### src/rtl/io_map_pkg.sv
// Shared op codes, unmapped marker and sequencer state encoding for the IO map sequencer.
package io_map_pkg;

    typedef enum logic [1:0] {
        OP_MAP   = 2'd0,
        OP_UNMAP = 2'd1,
        OP_CLEAR = 2'd2,
        OP_RSVD  = 2'd3
    } op_e;

    localparam logic [7:0] NO_MAP = 8'hFF;

    typedef enum logic [3:0] {
        IDLE,
        RD_LOG,
        RD_PHY,
        WR_OLDP,
        WR_OLDL,
        WR_PHY,
        WR_LOG,
        CLR,
        DONE
    } state_e;

    function automatic logic is_xfer(input state_e s);
        return (s != IDLE) && (s != DONE);
    endfunction

endpackage

### src/rtl/apb2_master_xfer.sv
// Two-cycle APB2 transfer engine: SETUP then ACCESS; a start during ACCESS chains the next
// transfer with no idle cycle. Bus outputs are registered and cleared asynchronously by rst.
module apb2_master_xfer #(
    parameter int ADDR_BITS = 12,
    parameter int DATA_BITS = 8
) (
    input  logic                 clk,
    input  logic                 rst,
    input  logic                 start,
    input  logic [ADDR_BITS-1:0] addr,
    input  logic                 write,
    input  logic [DATA_BITS-1:0] wdata,
    output logic                 busy,
    output logic                 last,
    output logic [DATA_BITS-1:0] rd_dat,
    output logic [ADDR_BITS-1:0] PADDR,
    output logic                 PSEL,
    output logic                 PENABLE,
    output logic                 PWRITE,
    output logic [DATA_BITS-1:0] PWDATA,
    input  logic [DATA_BITS-1:0] PRDATA
);

    always_ff @(posedge clk or posedge rst) begin
        if (rst) begin
            PSEL    <= 1'b0;
            PENABLE <= 1'b0;
            PWRITE  <= 1'b0;
            PADDR   <= '0;
            PWDATA  <= '0;
        end else if (start) begin
            PSEL    <= 1'b1;
            PENABLE <= 1'b0;
            PWRITE  <= write;
            PADDR   <= addr;
            PWDATA  <= wdata;
        end else if (PSEL && !PENABLE) begin
            PENABLE <= 1'b1;
        end else if (PSEL) begin
            PSEL    <= 1'b0;
            PENABLE <= 1'b0;
            PWRITE  <= 1'b0;
            PADDR   <= '0;
            PWDATA  <= '0;
        end
    end

    // Read data is valid during the last cycle and is sampled by the caller on that edge.
    assign busy   = PSEL;
    assign last   = PSEL && PENABLE;
    assign rd_dat = PRDATA;

endmodule

### src/rtl/io_map_sequencer.sv
// APB2 master keeping the physical/logical IO map table consistent, one command at a time.
// Each command is a chain of back-to-back read-check-write transfers; done pulses after the last.
module io_map_sequencer
    import io_map_pkg::*;
#(
    parameter int IO_PHYSICAL = 16,
    parameter int IO_LOGICAL  = 8,
    parameter int ADDR_BITS   = 12,
    parameter int DATA_BITS   = 8
) (
    input  logic                 clk,
    input  logic                 rst,
    input  logic                 cmd_valid,
    output logic                 cmd_ready,
    input  logic [1:0]           cmd_op,
    input  logic [7:0]           cmd_logical,
    input  logic [7:0]           cmd_physical,
    output logic                 done,
    output logic                 err,
    output logic [ADDR_BITS-1:0] PADDR,
    output logic                 PSEL,
    output logic                 PENABLE,
    output logic                 PWRITE,
    output logic [DATA_BITS-1:0] PWDATA,
    input  logic [DATA_BITS-1:0] PRDATA
);

    localparam int              TOTAL    = IO_PHYSICAL + IO_LOGICAL;
    localparam int              CNT_W    = $clog2(TOTAL);
    localparam logic [CNT_W-1:0] CNT_LAST = CNT_W'(TOTAL - 1);
    localparam logic [7:0]      PHY_N    = 8'(IO_PHYSICAL);
    localparam logic [7:0]      LOG_N    = 8'(IO_LOGICAL);

    state_e             state, state_n;
    op_e                op_q, op_c;
    logic [7:0]         l_q, l_c, p_q, p_c;
    logic [7:0]         pold_q, pold_c, lold_q, lold_c;
    logic [CNT_W-1:0]   cnt_q, cnt_c;
    logic               err_q;
    logic               bad_cmd, skip_p, skip_l;

    logic                 x_start, x_write, x_busy, x_last;
    logic [ADDR_BITS-1:0] x_addr;
    logic [DATA_BITS-1:0] x_wdata, x_rd;

    function automatic logic [ADDR_BITS-1:0] phy_ent(input logic [7:0] idx);
        return ADDR_BITS'(idx);
    endfunction

    function automatic logic [ADDR_BITS-1:0] log_ent(input logic [7:0] idx);
        return ADDR_BITS'(IO_PHYSICAL) + ADDR_BITS'(idx);
    endfunction

    assign bad_cmd = (cmd_op == OP_RSVD) || (cmd_logical >= LOG_N) ||
                     ((cmd_op == OP_MAP) && (cmd_physical >= PHY_N));

    // Current-cycle view of the command and captured reads, including data sampled on this edge.
    always_comb begin
        op_c   = op_q;
        l_c    = l_q;
        p_c    = p_q;
        pold_c = pold_q;
        lold_c = lold_q;
        cnt_c  = cnt_q;
        if (state == IDLE) begin
            op_c  = op_e'(cmd_op);
            l_c   = cmd_logical;
            p_c   = cmd_physical;
            cnt_c = '0;
        end
        if (state == RD_LOG && x_last) pold_c = 8'(x_rd);
        if (state == RD_PHY && x_last) lold_c = 8'(x_rd);
        if (state == CLR && x_last)    cnt_c  = cnt_q + CNT_W'(1);
    end

    // The P==Pold exemption only makes sense for MAP; UNMAP must always free the old physical pin.
    assign skip_p = (pold_c == NO_MAP) || (pold_c >= PHY_N) ||
                    ((op_c == OP_MAP) && (pold_c == p_c));
    assign skip_l = (lold_c == NO_MAP) || (lold_c >= LOG_N) || (lold_c == l_c);

    always_ff @(posedge clk or posedge rst) begin
        if (rst) begin
            state  <= IDLE;
            op_q   <= OP_MAP;
            l_q    <= '0;
            p_q    <= '0;
            pold_q <= NO_MAP;
            lold_q <= NO_MAP;
            cnt_q  <= '0;
            err_q  <= 1'b0;
        end else begin
            state  <= state_n;
            op_q   <= op_c;
            l_q    <= l_c;
            p_q    <= p_c;
            pold_q <= pold_c;
            lold_q <= lold_c;
            cnt_q  <= cnt_c;
            if (state == IDLE) err_q <= bad_cmd;
        end
    end

    always_comb begin
        state_n = state;
        case (state)
            IDLE: begin
                if (cmd_valid) begin
                    if (bad_cmd)                   state_n = DONE;
                    else if (op_c == OP_CLEAR)     state_n = CLR;
                    else                           state_n = RD_LOG;
                end
            end
            RD_LOG: begin
                if (x_last) begin
                    if (op_c == OP_MAP)            state_n = RD_PHY;
                    else if (skip_p)               state_n = WR_LOG;
                    else                           state_n = WR_OLDP;
                end
            end
            RD_PHY: begin
                if (x_last) begin
                    if (!skip_p)                   state_n = WR_OLDP;
                    else if (!skip_l)              state_n = WR_OLDL;
                    else                           state_n = WR_PHY;
                end
            end
            WR_OLDP: begin
                if (x_last) begin
                    if (op_c != OP_MAP)            state_n = WR_LOG;
                    else if (!skip_l)              state_n = WR_OLDL;
                    else                           state_n = WR_PHY;
                end
            end
            WR_OLDL: if (x_last) state_n = WR_PHY;
            WR_PHY:  if (x_last) state_n = WR_LOG;
            WR_LOG:  if (x_last) state_n = DONE;
            CLR:     if (x_last && cnt_q == CNT_LAST) state_n = DONE;
            DONE:    state_n = IDLE;
            default: state_n = IDLE;
        endcase
    end

    always_comb begin
        x_addr  = '0;
        x_write = 1'b0;
        x_wdata = '0;
        case (state_n)
            RD_LOG:  x_addr = log_ent(l_c);
            RD_PHY:  x_addr = phy_ent(p_c);
            WR_OLDP: begin x_addr = phy_ent(pold_c); x_write = 1'b1; x_wdata = DATA_BITS'(NO_MAP); end
            WR_OLDL: begin x_addr = log_ent(lold_c); x_write = 1'b1; x_wdata = DATA_BITS'(NO_MAP); end
            WR_PHY:  begin x_addr = phy_ent(p_c);    x_write = 1'b1; x_wdata = DATA_BITS'(l_c);    end
            WR_LOG:  begin
                x_addr  = log_ent(l_c);
                x_write = 1'b1;
                x_wdata = (op_c == OP_MAP) ? DATA_BITS'(p_c) : DATA_BITS'(NO_MAP);
            end
            CLR:     begin x_addr = ADDR_BITS'(cnt_c); x_write = 1'b1; x_wdata = DATA_BITS'(NO_MAP); end
            default: ;
        endcase
    end

    assign x_start = is_xfer(state_n) && (!x_busy || x_last);

    always_comb begin
        cmd_ready = (state == IDLE);
        done      = (state == DONE);
        err       = (state == DONE) && err_q;
    end

    apb2_master_xfer #(
        .ADDR_BITS (ADDR_BITS),
        .DATA_BITS (DATA_BITS)
    ) u_xfer (
        .clk     (clk),
        .rst     (rst),
        .start   (x_start),
        .addr    (x_addr),
        .write   (x_write),
        .wdata   (x_wdata),
        .busy    (x_busy),
        .last    (x_last),
        .rd_dat  (x_rd),
        .PADDR   (PADDR),
        .PSEL    (PSEL),
        .PENABLE (PENABLE),
        .PWRITE  (PWRITE),
        .PWDATA  (PWDATA),
        .PRDATA  (PRDATA)
    );

endmodule

### config.mk
export PLATFORM = sky130hd
export DESIGN_NAME = io_map_sequencer
export DESIGN_NICKNAME = d
export VERILOG_FILES = /design/src/rtl/io_map_pkg.sv /design/src/rtl/apb2_master_xfer.sv /design/src/rtl/io_map_sequencer.sv
export SDC_FILE = /design/constraint.sdc
export NUM_CORES = 1
export LEC_CHECK = 0
export CORE_ASPECT_RATIO = 1.4
export CORE_MARGIN = 5
export CORE_UTILIZATION = 45
export DETAILED_ROUTE_END_ITERATION = 8
export PLACE_DENSITY = 0.7
export SETUP_SLACK_MARGIN = 0.02
export SYNTH_ARGS = -nofsm -noshare
export SYNTH_HDL_FRONTEND = slang
export SYNTH_SLANG_ARGS = --single-unit
### constraint.sdc
create_clock -name clk -period 6.5 [get_ports clk]
set_input_delay 1.3 -clock clk [delete_from_list [all_inputs] [get_ports clk]]
set_output_delay 1.3 -clock clk [all_outputs]
set_load 0.02 [all_outputs]
==> results_dict.tcl, run 1 <==
set metrics [dict create \
    yosys_warnings 0 \
    holdWs_ns 0.473 \
    routed_wl_mm 11.7 \
    start_util_pct 45.8 \
    power_leakage_nw 1.94 \
    power_density_nw_per_um2 286 \
    first_pass_iters 4 \
    h-tree-depth 3 \
    yosysSeqAreaShare_pct 41.6 \
    synth_edf_count 0 \
    cts-root-buf "clkbuf_16" \
    routabilityCongestion 1.04 \
    synth_area_sq_um 3890 \
    min_period_ns 4.86 \
    antenna_found_initial 0 \
    clk_pin_slew_worst_paths_ns 0.05 \
    avgViaCountPerCell 6.19 \
    final_net_count 488 \
    tightest_slew_ns 1.04 \
    synth-seq-cells 64 \
    insertion_delay_ns 0.34 \
    die_h_um 120 \
    post_drt_wl_per_cell_um 20.7 \
    vias 3510 \
    hold_viol 0 \
    final_core_util_pct 55.6 \
    grt_use_total_pct 23.6 \
    status "finished, final reports clean" \
    grt_pass1_vias 3467 \
    cp_max_fo 26 \
    criticalPathCategory "primary input to flop" \
    arrival_ns 5.08 \
    ios 55 \
    core_sq_um 8510 \
    final_common_cell "clkdlybuf4s50_1" \
    cts.path.max_buffers 2 \
    die_area_sq_um 10600 \
    grt_pass1_wl_mm 19.0 \
    grt_max_degree 65 \
    rsz0062_at_grt "false" \
    drc_errors 0 \
    numCtsBuffers 9 \
    post_cts.repair.setup_buffers 0 \
    die_w_um 88.6 \
    hold_buffers 0 \
    num_rows 40 \
    finClkSkew_ns 0.00932 \
    gr-total-overflow 0 \
    n_antenna_cell 0 \
    fin_tns_setup_ns 0 \
    max_freq_mhz 206 \
    synth_cells 418 \
    fin_crit_sh_pct 74.8 \
    final_cell_mix "clkdlybuf4s50_1, dfrtp_1, nand2_1" \
    critPathRequiredTime_ns 6.72 \
    critPathLaunchType "primary input" \
    place.detailed.hpwl_mm 8.60 \
    post_cts_resize_count 0 \
    drt_iter0_drc 305 \
    setup_viol 0 \
    synthFlopType "dfrtp_1" \
    area_delta_synth_final_pct 21.6 \
    drv_slew 0 \
    cp-end-kind "flop" \
    clock_sinks 64 \
    ys_types 66 \
    irDropWorstVdd_mv 0.206 \
    hold_class "flop to flop" \
    port_buffers 51 \
    ant_nets 0 \
    drive_gt1_share_pct 16.0 \
    synth-async-reset-ratio_pct 100 \
    syn_avg_cell_area_sq_um 9.32 \
    slew_headroom_pct 30.7 \
    cap_violations 0 \
    cts_tree "done" \
]
logic make-up (layout without fill, tap and decap cells):
group / Yosys count / count (layout) / share of synthesized area, %
flops: 64 / 64 / 41.6
buf+inv: 46 / 88 / 6.01
compound gates: 131 / 131 / 23.0
other cells: 1 / 3 / 0.0963
simple gates: 142 / 142 / 19.6
xor+xnor: 7 / 7 / 1.57
mux: 25 / 25 / 7.42
fa+ha+maj: 2 / 2 / 0.643
cell type report:
cell class	instances	area, sq um
multi-input combinational	310	2050
fill	779	3770
tap	105	131
sequential	64	1620
inverter	18	70.1
timing repair buffer	54	533
clock buffer	12	256
clock inverter	4	76.3
critical path, cell delays in order:
cell             delay [ns]
clkdlybuf4s50_1        0.43
mux2_4                 0.31
and3_1                 0.19
nor4_1                 0.33
and4b_4                0.34
a2111oi_2              0.09
nor3_4                 0.81
mux2i_1                0.26
buf_4                  0.21
nor2_1                 0.06
a21oi_1                0.14
ha_1                   0.20
inv_1                  0.06
o41ai_2                0.36
worst paths after layout:
check | from | end | slack [ns] | cells past startpoint
min in group asynchronous | rst | l_q[4] | 1.52 | 3
worst max register to register | state[0] | u_xfer.PADDR[8] | 1.67 | 16
worst min-delay path | u_xfer.PWRITE | u_xfer.PWRITE | 0.47 | 2
worst max-delay path | cmd_physical[4] | u_xfer.PADDR[8] | 1.64 | 14
worst min register to register | u_xfer.PWRITE | u_xfer.PWRITE | 0.47 | 2
max in group asynchronous | rst | state[2] | 4.43 | 3
metrics by stage:
| stage | cells | area (sq um) | power (mW) | worst slack (ns) |
|---|---|---|---|---|
| 2_1_floorplan | 420 | 3900 | 0.691 | 2.48 |
| 3_3_place_gp | 551 | 4400 | 0.827 | 1.48 |
| 3_5_place_dp | 551 | 4400 | 0.828 | 1.37 |
| 4_1_cts | 567 | 4730 | 1.36 | 1.68 |
| 5_1_grt | 567 | 4730 | 1.42 | 1.32 |
| 6_report | 567 | 4730 | 1.35 | 1.64 |
where the power goes:
| part | switching (mW) | total [mW] | internal [mW] |
|---|---|---|---|
| Combinational | 0.197 | 0.335 | 0.138 |
| Sequential | 0.0368 | 0.491 | 0.454 |
| Clock | 0.171 | 0.528 | 0.357 |
| Total | 0.405 | 1.35 | 0.950 |
synth_stat cells (5+ instances only):
| cell | instances | area, sq um |
|---|---|---|
| and3_1 | 11 | 68.8 |
| nand2_1 | 39 | 146 |
| o21ai_0 | 30 | 150 |
| and2_1 | 7 | 43.8 |
| a31o_2 | 8 | 70.1 |
| nor2_1 | 19 | 71.3 |
| buf_4 | 6 | 45.0 |
| dfrtp_1 | 48 | 1200 |
| a32oi_1 | 5 | 43.8 |
| dfstp_2 | 16 | 420 |
| mux2_2 | 12 | 135 |
| a22o_1 | 5 | 43.8 |
| nand3_1 | 27 | 135 |
| a221oi_1 | 9 | 78.8 |
| inv_1 | 16 | 60.1 |
| nor4_1 | 8 | 50.1 |
| buf_2 | 11 | 55.1 |
| clkbuf_1 | 7 | 26.3 |
| mux2i_1 | 8 | 80.1 |
| o31ai_1 | 11 | 82.6 |
| a21oi_1 | 34 | 170 |
| nand2b_1 | 5 | 31.3 |
flip-flops by register name, indices dropped and copies added, names as in the netlist, 4 cells and up:
signal / cells
u_xfer.PWDATA: 8
state: 4
p_q: 8
pold_q: 8
cnt_q: 5
lold_q: 8
u_xfer.PADDR: 9
l_q: 8
routing by layer:
metal	global-route usage (%)	routed length, um	part of all wire, %	up-vias
li1	-	-	-	1635
met1	30.1	4770	41	1690
met2	36.7	5710	49	155
met3	4.60	734	6.2	30
met4	13.5	535	4.6	0
met5	0	0	0	-
Note: power is estimated with default switching activity, not from simulation.
==> inputs of run 2 (changes only) <==
--- a/config.mk
+++ b/config.mk
@@ -9,7 +9,7 @@
 export CORE_MARGIN = 5
 export CORE_UTILIZATION = 45
 export DETAILED_ROUTE_END_ITERATION = 8
-export PLACE_DENSITY = 0.7
+export PLACE_DENSITY = 0.72
 export SETUP_SLACK_MARGIN = 0.02
 export SYNTH_ARGS = -nofsm -noshare
 export SYNTH_HDL_FRONTEND = slang
==> constraint.sdc (replaced) <==
create_clock -name clk -period 4.47 [get_ports clk]
set_input_delay 0.894 -clock clk [delete_from_list [all_inputs] [get_ports clk]]
set_output_delay 0.894 -clock clk [all_outputs]
set_load 0.02 [all_outputs]
==> run 2 against run 1 <==
Net effect:
- routed wire length is 0.83% higher
- non-clock buffer count is 11 higher
- critical path type is now flop to flop
- first-iteration DRC count is 3.0% higher
- highest routed layer unchanged
- clock power is 19% higher
- largest power group is now registers
- global-route usage is 0.081 points higher
- worst setup slack worse by 1.3 ns
==> results_dict.tcl, run 2 (synthesis gave the netlist of run 1 again) <==
set metrics [dict create \
    final_core_util_pct 55.9 \
    swShare_pct 32.3 \
    fill_cells 760 \
    power_frac_seq_pct 38.9 \
    port_buffers 51 \
    h-tree-depth 3 \
    p_sw_mw 0.593 \
    gr-total-overflow 0 \
    irDropWorstVdd_mv 0.316 \
    place.detailed.hpwl_mm 8.93 \
    ant_nets 0 \
    antenna_found_initial 0 \
    avgViaCountPerCell 6.24 \
    vias 3608 \
    reg2regPathDepth 16 \
    p_clk_share_pct 34.2 \
    grt_pass1_vias 3503 \
    r2r-start "state[1]" \
    cpPeakStageDelay_ns 0.38 \
    max_freq_mhz 244 \
    finClkSkew_ns 0.00691 \
    setup_viol 0 \
    grt_pass1_wl_mm 18.7 \
    grt_use_total_pct 23.7 \
    cp_max_fo 24 \
    cp_top_family "simple AND/OR/NAND/NOR gates" \
    post_drt_wl_per_cell_um 20.5 \
    power_density_nw_per_um2 386 \
    power_leakage_nw 1.96 \
    numCtsBuffers 9 \
    crit_end "u_xfer.PADDR[8]" \
    rrSetupSlack_ns 0.37 \
    top_register "u_xfer.PADDR" \
    area_delta_synth_final_pct 22.1 \
    hold_class "flop to flop" \
    arrival_ns 4.34 \
    start_util_pct 45.8 \
    cts_tree "done" \
    cp_slowest_cell "mux2_4" \
    die_h_um 120 \
    final_net_count 499 \
    slew_headroom_pct 34.4 \
    fin_tns_setup_ns 0 \
    first_pass_iters 6 \
    ff_latch_area_sq_um 1620 \
    drt_iter0_drc 314 \
    routed_wl_mm 11.8 \
    power.internal_mw 1.24 \
    hold_buffers 0 \
    fin_crit_sh_pct 91.8 \
    drv_slew 0 \
    cap_violations 0 \
    multi_input_area_sq_um 2050 \
    dp_cells 562 \
    worst_r2r_endpoint "u_xfer.PADDR[8]" \
    grt_max_degree 48 \
    path_cells "nor2_1 > nand2_4 > inv_6 > mux2_4 > and3_1 > nor4_1 > and4b_4 > a211oi_1 > or3_1 > mux2i_1 > buf_4 > nor2_1 > a21oi_1 > ha_1 > inv_1 > o41ai_2" \
    critPathRequiredTime_ns 4.70 \
    rsz0062_at_grt "false" \
    criticalPathCategory "flop to flop" \
    crit_top_cell "nor2_1" \
    pwr-share-comb_pct 26.9 \
    status "finished, final reports clean" \
    num_rows 40 \
    startpoint "state[1]" \
    ios 55 \
    die_w_um 88.6 \
    clk_pin_slew_worst_paths_ns 0.05 \
    finalNonFillerCells 578 \
    critPathBufInv 3 \
    drive_gt1_share_pct 17.8 \
    cts.path.max_buffers 2 \
    die_area_sq_um 10600 \
    routabilityCongestion 1.04 \
    largest_reg_flops 9 \
    critPathLaunchType "flop" \
    min_period_ns 4.10 \
    final_common_cell "clkdlybuf4s50_1" \
    tightest_slew_ns 0.983 \
    cp-end-kind "flop" \
    clock_sinks 64 \
    insertion_delay_ns 0.34 \
    core_sq_um 8510 \
    cts-root-buf "clkbuf_16" \
    final_cell_mix "clkdlybuf4s50_1, dfrtp_1, nand2_1" \
    hold_viol 0 \
    n_antenna_cell 0 \
    post_cts.repair.setup_buffers 0 \
    crit_cells 16 \
    drc_errors 0 \
]
## run 2: how the worst min path moves through the flow
stage | startpoint | endpoint | slack [ns] | cells after the start
after floorplan | op_q[0] | op_q[0] | 0.46 | 2
after CTS | u_xfer.PWDATA[5] | u_xfer.PWDATA[5] | 0.51 | 1
after global placement | u_xfer.PWRITE | u_xfer.PWRITE | 0.48 | 2
final | u_xfer.PWDATA[0] | u_xfer.PWDATA[0] | 0.51 | 1
after global routing | u_xfer.PWDATA[5] | u_xfer.PWDATA[5] | 0.53 | 1
after detailed placement | u_xfer.PWRITE | u_xfer.PWRITE | 0.50 | 2
## run 2: per-stage QoR
step	instance area [sq um]	setup slack (ns)	hold slack [ns]	total power, mW
6_report	4750	0.366	0.508	1.83
5_1_grt	4750	0.0695	0.529	1.92
4_1_cts	4750	0.317	0.510	1.84
3_5_place_dp	4480	0.162	0.499	1.21
3_3_place_gp	4480	0.214	0.479	1.20
2_1_floorplan	3900	0.826	0.462	1.01
## run 2: what timing repair did
action / in CTS / in global routing
endpoints found under the setup margin: 0 / 1
gates resized for setup: 0 / 1
hold endpoints to repair: 0 / 0
## run 2: layout make-up
class	instances	share of cell area (%)
well taps	105	2.76
inverters	18	1.53
repair buffers	65	13.0
clock inverters	5	0.711
multi-input cells	310	43.0
flip-flops and latches	64	34.1
clock buffers	11	4.90
## run 2: power by group through the flow
stage / Clock [mW] / Combinational (mW) / Sequential, mW
after detailed placement: 0 / 0.492 / 0.719
after floorplan: 0 / 0.252 / 0.753
final: 0.627 / 0.494 / 0.713
after global routing: 0.665 / 0.532 / 0.722
after CTS: 0.639 / 0.493 / 0.712
after global placement: 0 / 0.484 / 0.720
## run 2: per-layer routing
layer  GRT usage, %  routed length (um)
met5              0                   0
met4           14.2                 629
met3           4.46                 656
met2           36.9                5790
met1           29.9                4770
==> inputs of run 3 (changes only) <==
--- a/config.mk
+++ b/config.mk
@@ -9,6 +9,8 @@
 export CORE_MARGIN = 5
 export CORE_UTILIZATION = 45
 export DETAILED_ROUTE_END_ITERATION = 8
+export GPL_ROUTABILITY_DRIVEN = 0
+export HOLD_SLACK_MARGIN = 0.12
 export PLACE_DENSITY = 0.72
 export SETUP_SLACK_MARGIN = 0.02
 export SYNTH_ARGS = -nofsm -noshare
==> run 3 against run 2 <==
Net effect:
- routed wire length rose by 0.44%
- global-route usage fell by 0.48 points
- cell count rose by 1.6%
- clock skew fell by 0.0012 ns
- largest power group unchanged
- core utilization rose by 1.2 points
- flip-flop and latch count did not move
- sequential power barely moved
- worst setup slack got worse by 0.12 ns
- final area rose by 2.1%
- clock power rose by 3%
- register-to-register slack got worse by 0.12 ns
- critical path depth fell by 1
==> results_dict.tcl, run 3 (synthesis gave the netlist of run 1 again) <==
set metrics [dict create \
    avgViaCountPerCell 6.18 \
    cts_tree "done" \
    num_rows 40 \
    min_period_ns 4.23 \
    grt_max_degree 44 \
    clk_pin_slew_worst_paths_ns 0.05 \
    worst_r2r_endpoint "u_xfer.PADDR[6]" \
    reg2regPathDepth 15 \
    grt_pass1_vias 3587 \
    holdWs_ns 0.469 \
    ant_nets 0 \
    worst_slack_ns 0.244 \
    largest_reg_flops 9 \
    rsz0062_at_grt "false" \
    gr-total-overflow 0 \
    drive_gt1_share_pct 19.1 \
    cp_slowest_cell "a2111oi_2" \
    startpoint "state[0]" \
    cp_max_fo 12 \
    final_net_count 508 \
    drv_slew 0 \
    start_util_pct 45.8 \
    first_pass_iters 5 \
    cap_violations 0 \
    max_freq_mhz 237 \
    final_core_util_pct 57.1 \
    critPathLaunchType "flop" \
    vias 3629 \
    cp-end-kind "flop" \
    fin_crit_sh_pct 94.5 \
    slew_headroom_pct 40.3 \
    arrival_ns 4.42 \
    drc_errors 0 \
    top_register "u_xfer.PADDR" \
    port_buffers 51 \
    fill_cells 761 \
    core_sq_um 8510 \
    die_w_um 88.6 \
    die_h_um 120 \
    cpPeakStageDelay_ns 0.64 \
    power_leakage_nw 2.01 \
    cts.path.max_buffers 2 \
    hold_viol 0 \
    grt_use_total_pct 23.2 \
    tightest_slew_ns 0.895 \
    final_common_cell "clkdlybuf4s50_1" \
    place.detailed.hpwl_mm 8.79 \
    rrSetupSlack_ns 0.24 \
    irDropWorstVdd_mv 0.261 \
    die_area_sq_um 10600 \
    setup_viol 0 \
    post_drt_wl_per_cell_um 20.3 \
    hold_class "flop to flop" \
    cts-root-buf "clkbuf_16" \
    numCtsBuffers 9 \
    area_delta_synth_final_pct 24.7 \
    hold_buffers 0 \
    criticalPathCategory "flop to flop" \
    insertion_delay_ns 0.33 \
    clock_sinks 64 \
    ios 55 \
    crit_top_cell "buf_4" \
    status "finished, final reports clean" \
    path_cells "buf_4 > nor2b_1 > nand2_2 > mux2_2 > xor2_1 > and4b_4 > a2111oi_2 > nor3_4 > mux2i_1 > buf_4 > nor2_1 > a21oi_1 > ha_1 > xnor2_1 > o22ai_1" \
    final_cell_mix "clkdlybuf4s50_1, dfrtp_1, nand2_1" \
    h-tree-depth 3 \
    antenna_found_initial 0 \
    n_antenna_cell 0 \
    routed_wl_mm 11.9 \
    power_density_nw_per_um2 386 \
    r2r-start "state[0]" \
    drt_iter0_drc 294 \
    grt_pass1_wl_mm 18.6 \
    finClkSkew_ns 0.00571 \
    crit_end "u_xfer.PADDR[6]" \
    dp_slack_ns -0.153 \
    critPathRequiredTime_ns 4.66 \
]
run 3: cell types whose count changed in the layout (fill, tap and decap cells not counted):
| cell | previous run | this run |
|---|---|---|
| a31oi_1 | 2 | 1 |
| a31oi_2 | 0 | 1 |
| buf_12 | 0 | 1 |
| buf_4 | 14 | 21 |
| clkbuf_1 | 2 | 4 |
| clkbuf_8 | 0 | 2 |
| clkinv_2 | 2 | 1 |
| clkinv_4 | 1 | 0 |
| clkinvlp_4 | 2 | 0 |
| inv_4 | 0 | 1 |
| inv_6 | 1 | 0 |
| nor3_2 | 0 | 1 |
| nor4b_2 | 1 | 0 |
| nor4b_4 | 0 | 1 |
run 3: layout make-up:
| cell class | instances | area [sq um] | share of cell area [%] |
|---|---|---|---|
| repair buffers | 73 | 688 | 14.2 |
| flip-flops and latches | 64 | 1620 | 33.4 |
| inverters | 18 | 70.1 | 1.44 |
| multi-input cells | 311 | 2070 | 42.7 |
| clock inverters | 1 | 5.00 | 0.103 |
| clock buffers | 15 | 268 | 5.52 |
| well taps | 105 | 131 | 2.71 |
run 3: worst min-delay path by stage:
| stage | start | to | slack [ns] | depth (start not counted) |
|---|---|---|---|---|
| 5_1_grt | u_xfer.PWRITE | u_xfer.PWRITE | 0.52 | 2 |
| 4_1_cts | u_xfer.PWRITE | u_xfer.PWRITE | 0.47 | 2 |
| 6_report | u_xfer.PWRITE | u_xfer.PWRITE | 0.47 | 2 |
| 3_5_place_dp | u_xfer.PWRITE | u_xfer.PWRITE | 0.46 | 2 |
| 2_1_floorplan | op_q[0] | op_q[0] | 0.46 | 2 |
| 3_3_place_gp | u_xfer.PWRITE | u_xfer.PWRITE | 0.45 | 2 |
run 3: metal layers:
metal / share of wire [%] / wire length [um] / global-route usage, %
met5: 0 / 0 / 0
met4: 4.8 / 571 / 12.7
met1: 39 / 4670 / 28.0
met3: 6.0 / 709 / 4.81
met2: 50 / 5950 / 37.9
run 3: critical path: cells and delay by family (launching register included):
family                   cells  cell delay (ns)
adder cells (fa/ha/maj)      1             0.25
AND/OR/NAND/NOR              5             1.07
flip-flops                   1             0.49
AO/OA/AOI/OAI                3             0.86
multiplexers                 2             0.51
buffers and inverters        2             0.41
XOR/XNOR                     2             0.49
run 3: report_power, final:
group / internal (mW) / switching (mW)
clock network: 0.405 / 0.239
logic: 0.224 / 0.295
registers: 0.661 / 0.0523
run 3: through the flow:
stage                     total power [mW]  cells  TNS, ns  instance area, sq um
after floorplan                       1.01    420        0                  3900
after global placement                1.22    568        0                  4540
after detailed placement              1.23    568   -0.279                  4540
after CTS                             1.88    584        0                  4810
after global routing                  1.96    587        0                  4850
final                                 1.88    587        0                  4850
run 3: repair_timing:
item                       4_1_cts  5_1_grt
setup buffers                    0        2
resized for setup                0        2
setup endpoints to repair        0        3
